$ cat src/rtl/stack_rpn_ctrl.sv
// stack_rpn_ctrl: reverse-Polish command sequencer driving an external LIFO.
// Each accepted command becomes a timed series of single-cycle push/pop
// strobes. A shadow depth counter rejects overflow and underflow up front.
// Optional build macro: RPN_RESULT_ECHO_EN (echo pushed results on result_*).
module stack_rpn_ctrl #(
  parameter int DEPTH       = 15,
  parameter int POP_LATENCY = 2
) (
  input  logic       clk,
  input  logic       reset,
  input  logic       cmd_valid,
  output logic       cmd_ready,
  input  logic [2:0] cmd_op,
  input  logic [7:0] cmd_data,
  output logic       stack_push,
  output logic       stack_pop,
  output logic [7:0] stack_wdata,
  input  logic [7:0] stack_rdata,
  input  logic       stack_error,
  output logic       result_valid,
  output logic [7:0] result_data,
  output logic [3:0] depth,
  output logic       err,
  output logic [1:0] err_code
);

  localparam int         CW      = (POP_LATENCY > 1) ? $clog2(POP_LATENCY) : 1;
  localparam logic [CW-1:0] WLAST = CW'(POP_LATENCY - 1);
  localparam logic [3:0] DEPTH_C = 4'(DEPTH);

  localparam logic [2:0] OP_NOP  = 3'd0;
  localparam logic [2:0] OP_PUSH = 3'd1;
  localparam logic [2:0] OP_POP  = 3'd2;
  localparam logic [2:0] OP_ADD  = 3'd3;
  localparam logic [2:0] OP_SUB  = 3'd4;
  localparam logic [2:0] OP_AND  = 3'd5;
  localparam logic [2:0] OP_XOR  = 3'd6;
  localparam logic [2:0] OP_DUP  = 3'd7;

  typedef enum logic [3:0] {
    S_IDLE, S_PUSH, S_POP_A, S_WAIT_A, S_POP_B, S_WAIT_B, S_PUSH_R, S_DUP2, S_RESP
  } state_t;

  state_t          r_state, w_next;
  logic [2:0]      r_op;
  logic [7:0]      r_data;
  logic [7:0]      r_a;
  logic [7:0]      r_r;
  logic [7:0]      r_result;
  logic [3:0]      r_depth;
  logic            r_err;
  logic [1:0]      r_code;
  logic [CW-1:0]   r_wcnt;
  logic            w_pre_err;
  logic [1:0]      w_pre_code;
  logic            w_wlast;

  // 8-bit result of a binary op; b is the deeper operand, a the former top
  function automatic logic [7:0] alu(input logic [2:0] op, input logic [7:0] b,
                                     input logic [7:0] a);
    case (op)
      OP_ADD:  alu = b + a;
      OP_SUB:  alu = b - a;
      OP_AND:  alu = b & a;
      OP_XOR:  alu = b ^ a;
      default: alu = a;
    endcase
  endfunction

  assign w_wlast     = (r_wcnt == WLAST);
  assign result_data = r_result;
  assign depth       = r_depth;
  assign err         = r_err;
  assign err_code    = r_code;

  // Next-state, strobes and acceptance pre-checks
  always_comb begin
    w_next       = r_state;
    cmd_ready    = 1'b0;
    stack_push   = 1'b0;
    stack_pop    = 1'b0;
    stack_wdata  = 8'h00;
    result_valid = 1'b0;
    w_pre_err    = 1'b0;
    w_pre_code   = 2'd0;
    case (r_state)
      S_IDLE: begin
        cmd_ready = 1'b1;
        if (cmd_valid) begin
          case (cmd_op)
            OP_NOP: ;
            OP_PUSH: begin
              if (r_depth == DEPTH_C) begin
                w_pre_err = 1'b1; w_pre_code = 2'd1;
              end else w_next = S_PUSH;
            end
            OP_POP: begin
              if (r_depth == 4'd0) begin
                w_pre_err = 1'b1; w_pre_code = 2'd2;
              end else w_next = S_POP_A;
            end
            OP_DUP: begin
              if (r_depth == 4'd0) begin
                w_pre_err = 1'b1; w_pre_code = 2'd2;
              end else if (r_depth == DEPTH_C) begin
                w_pre_err = 1'b1; w_pre_code = 2'd1;
              end else w_next = S_POP_A;
            end
            default: begin
              if (r_depth < 4'd2) begin
                w_pre_err = 1'b1; w_pre_code = 2'd2;
              end else w_next = S_POP_A;
            end
          endcase
        end
      end
      S_PUSH: begin
        stack_push  = 1'b1;
        stack_wdata = r_data;
        w_next      = S_IDLE;
      end
      S_POP_A: begin
        stack_pop = 1'b1;
        w_next    = S_WAIT_A;
      end
      S_WAIT_A: begin
        if (w_wlast) begin
          if (r_op == OP_POP)      w_next = S_RESP;
          else if (r_op == OP_DUP) w_next = S_PUSH_R;
          else                     w_next = S_POP_B;
        end
      end
      S_POP_B: begin
        stack_pop = 1'b1;
        w_next    = S_WAIT_B;
      end
      S_WAIT_B: begin
        if (w_wlast) w_next = S_PUSH_R;
      end
      S_PUSH_R: begin
        stack_push  = 1'b1;
        stack_wdata = r_r;
`ifdef RPN_RESULT_ECHO_EN
        result_valid = 1'b1;
`endif
        w_next = (r_op == OP_DUP) ? S_DUP2 : S_IDLE;
      end
      S_DUP2: begin
        stack_push  = 1'b1;
        stack_wdata = r_r;
        w_next      = S_IDLE;
      end
      S_RESP: begin
        result_valid = 1'b1;
        w_next       = S_IDLE;
      end
      default: w_next = S_IDLE;
    endcase
  end

  // State register
  always_ff @(posedge clk or negedge reset) begin
    if (!reset) r_state <= S_IDLE;
    else        r_state <= w_next;
  end

  // Command capture, wait counter and operand/result datapath
  always_ff @(posedge clk or negedge reset) begin
    if (!reset) begin
      r_op     <= OP_NOP;
      r_data   <= 8'h00;
      r_a      <= 8'h00;
      r_r      <= 8'h00;
      r_result <= 8'h00;
      r_wcnt   <= '0;
    end else begin
      if (r_state == S_IDLE && cmd_valid) begin
        r_op   <= cmd_op;
        r_data <= cmd_data;
      end
      if ((r_state == S_WAIT_A || r_state == S_WAIT_B) && !w_wlast)
        r_wcnt <= r_wcnt + 1'b1;
      else
        r_wcnt <= '0;
      if (r_state == S_WAIT_A && w_wlast) begin
        r_a <= stack_rdata;
        if (r_op == OP_POP) r_result <= stack_rdata;
        if (r_op == OP_DUP) begin
          r_r <= stack_rdata;
`ifdef RPN_RESULT_ECHO_EN
          r_result <= stack_rdata;
`endif
        end
      end
      if (r_state == S_WAIT_B && w_wlast) begin
        r_r <= alu(r_op, stack_rdata, r_a);
`ifdef RPN_RESULT_ECHO_EN
        r_result <= alu(r_op, stack_rdata, r_a);
`endif
      end
    end
  end

  // Shadow depth follows the strobes; push and pop are never simultaneous
  always_ff @(posedge clk or negedge reset) begin
    if (!reset)          r_depth <= 4'd0;
    else if (stack_push) r_depth <= r_depth + 4'd1;
    else if (stack_pop)  r_depth <= r_depth - 4'd1;
  end

  // Sticky error flag; only the first error's code is kept
  always_ff @(posedge clk or negedge reset) begin
    if (!reset) begin
      r_err  <= 1'b0;
      r_code <= 2'd0;
    end else if (!r_err) begin
      if (w_pre_err) begin
        r_err  <= 1'b1;
        r_code <= w_pre_code;
      end else if (stack_error) begin
        r_err  <= 1'b1;
        r_code <= 2'd3;
      end
    end
  end

endmodule
$ cat config.mk
export PLATFORM = sky130hd
export DESIGN_NAME = stack_rpn_ctrl
export DESIGN_NICKNAME = d
export VERILOG_FILES = /design/src/rtl/stack_rpn_ctrl.sv
export SDC_FILE = /design/constraint.sdc
export NUM_CORES = 1
export LEC_CHECK = 0
export ABC_AREA = 1
export CORE_UTILIZATION = 54
export DETAILED_ROUTE_END_ITERATION = 8
export MAX_ROUTING_LAYER = met4
export PLACE_DENSITY = 0.8
export SYNTH_ARGS = -nofsm -noshare
export SYNTH_HDL_FRONTEND = slang
export SYNTH_SLANG_ARGS = --single-unit
$ cat constraint.sdc
create_clock -name clk -period 2.7 [get_ports clk]
set_clock_uncertainty 0.15 [all_clocks]
set_input_delay 0.27 -clock clk [delete_from_list [all_inputs] [get_ports clk]]
set_output_delay 0.27 -clock clk [all_outputs]
set_load 0.1 [all_outputs]
==> flow_summary.ini <==
[layout]
final_cells = 572
diodes = 0
area_growth_pct = 25.7
finalNetCount = 542
final_area_um2 = 4030
drive_above_1_share = 0.192
nFillCells = 468

[sta]
finalWorstSetupSlack_ns = 0.145
min_period_ns = 2.56
fmax_ghz = 0.391
whs_ns = 0.321
period_share = 0.946
drv_slew = 0
setup_tns_ns = 0
worstMarginPinSlew_ns = 0.533
relSlewSlack = 0.644
hold_viol_final = 0
rsz0062_at_grt = true
setup_violations = 0

[routing]
wire_per_inst_um = 14.2
vias = 3160
initialDrtViolationCount = 192
antenna_left = 0
vias_per_cell = 5.52
drt_wl_total_um = 8140
detail_route.first_pass.iterations = 4
drc = 0

[placement]
dp_cells = 563
place_area_um2 = 3880
pre_cts_ws_ns = 0.0514
io_buffers = 49
dp_hpwl_um = 6340
gp_congestion = 0.928

[setup_path]
reg2reg_to = r_r[7]
cp-end-kind = register
cp_max_fo = 4
r2r_start = r_a[1]
rr_worst_depth = 19
crit_path_start_kind = register
required_ns = 2.79
path_class = reg2reg
r2r_setup_slack_ns = 0.14
cp_data_arrival_time_ns = 2.64

[clocking]
insertion_delay_ns = 0.31
numClockSinks = 47
cts_inserted_buffers = 5
root_buffer = clkbuf_8
cts_tree = yes
clk_pin_slew_ns = 0.09
cts_setup_buffers = 0
clk_path_buf_depth = 2
cts_max_level = 2

[floorplanning]
io_pins = 50
initial_core_util = 0.572
die_y_um = 79.1
rows = 27
core_um2 = 5610
dieArea_um2 = 6250
die_x_um = 79.1

[synthesis]
ys_top_cells_by_area = dfrtp_1 (37%), nand2_1 (15%), ha_1 (7.0%)
yosys.cell_types.count = 38
yosysMostFrequentCell = nand2_1
synthFlopType = dfrtp_1
synth_cells = 437
synthTopCellsByCount = nand2_1 (128), dfrtp_1 (47), inv_1 (46)
synth_warnings = 0
synth_largest_area_cell = dfrtp_1
synth_edf_count = 0
ys_seq_area_frac = 0.367
ys_ff_latch = 47
netlist_area_um2 = 3210
yosysTopAreaCellShare = 0.367
async_flop_share = 1.00
syn_nets = 480
avgSynthCellArea_um2 = 7.34

[grt]
grt_pass1_wl_um = 13800
grt_pass1_vias = 2976
gr-max-usage-layer = met2
grt_overflow = 0
grtUsageMet2 = 0.466
grt_max_degree = 24
grt_usage = 0.291
use_met3 = 0.0425
grt_antenna_before_repair = 0
grt_use_met1 = 0.385

[hold_path]
hold_class = in2async

[power_and_ir_drop]
irDropWorstVdd_mv = 0.992
cellLeakagePower_nw = 2.08
p_per_area_nw_per_um2 = 1290

[run_status]
status = completed

[flow_run]
drv_cap = 0
[repair_timing]
action	4_1_cts	5_1_grt
hold buffers	1	0
setup endpoints to repair	0	3
resized for setup	0	9
hold endpoints to repair	21	0
[cell type report]
class | instances | area [µm²] | share of cell area
tap | 72 | 90.1 | 0.0223
sequential | 47 | 1180 | 0.292
timing repair buffer | 60 | 616 | 0.153
clock buffer | 5 | 68.8 | 0.0171
multi-input combinational | 318 | 1780 | 0.441
inverter | 67 | 254 | 0.0630
clock inverter | 3 | 46.3 | 0.0115
[worst max path at each step]
stage                          start              to  slack, ns  cells after the start
after floorplan           r_state[3]  stack_wdata[0]      -0.64                      5
after global placement       r_op[1]          r_r[5]       0.14                     14
after detailed placement      r_a[1]          r_r[7]       0.05                     18
after CTS                     r_a[1]          r_r[7]       0.01                     18
after global routing          r_a[0]          r_r[7]      -0.09                     19
final                         r_a[1]          r_r[7]       0.14                     19
[metal layers]
| layer | share of wire | routed length, µm | vias to the layer above |
|---|---|---|---|
| li1 | - | - | 1547 |
| met1 | 0.45 | 3640 | 1495 |
| met2 | 0.48 | 3870 | 103 |
| met3 | 0.061 | 495 | 15 |
| met4 | 0.016 | 133 | 0 |
| met5 | 0 | 0 | - |
[cell families after synthesis]
logic type,after synthesis,synth area share
AO/OA/AOI/OAI,74,0.142
XOR/XNOR,10,0.0273
adder cells (fa/ha/maj),20,0.0827
buffers and inverters,72,0.0874
flip-flops,47,0.367
AND/OR/NAND/NOR,214,0.294
[cells in the final DEF (no fill, tap or decap), types with 5 or more instances in the layout]
cell and count:
nand2_1 127, nand3_1 26, o21ai_0 16, a22o_1 5
nor3_1 7, a21oi_1 15, nand2_2 7, inv_1 44
clkbuf_8 5, buf_4 28, buf_12 9, a32o_1 5
ha_1 17, o21ai_1 18, inv_2 22, nor2_1 27
clkdlybuf4s50_1 21, xor2_1 8, dfrtp_1 45, nand4_1 8
[sequential cells by signal (all words and copies together), names as in the netlist]
signal,flops
depth,4
err,1
err_code,2
r_a,8
r_data,8
r_op,3
r_r,8
r_state,4
r_wcnt,1
result_data,8
[stage by stage]
stage	utilization	total power [mW]
after CTS	0.714	5.15
final	0.719	5.20
after global routing	0.719	5.62
after floorplan	-	3.76
after detailed placement	0.691	4.60
after global placement	0.691	4.52
[power by group]
group	leakage, nW	internal [mW]	switching, mW	total (mW)
clock	0.0548	0.279	0.263	0.542
sequential	0.545	0.957	0.263	1.22
combinational	1.48	1.11	2.33	3.44
[critical path, cell delays in order, from the launching register on]
cell and delay [ns]:
dfrtp_1 0.42, inv_2 0.09, ha_1 0.14, inv_1 0.05
nor3_2 0.09, inv_1 0.07, o31ai_2 0.24, xnor2_1 0.15
inv_1 0.09, ha_4 0.28, nand2_1 0.06, nor2_1 0.09
nand2_1 0.07, nand2_1 0.08, inv_1 0.04, nand2_1 0.05
nand3_1 0.06, nand2_1 0.07, nand2_1 0.06, a21oi_2 0.13
No activity file was read; power rests on OpenSTA's default activity.
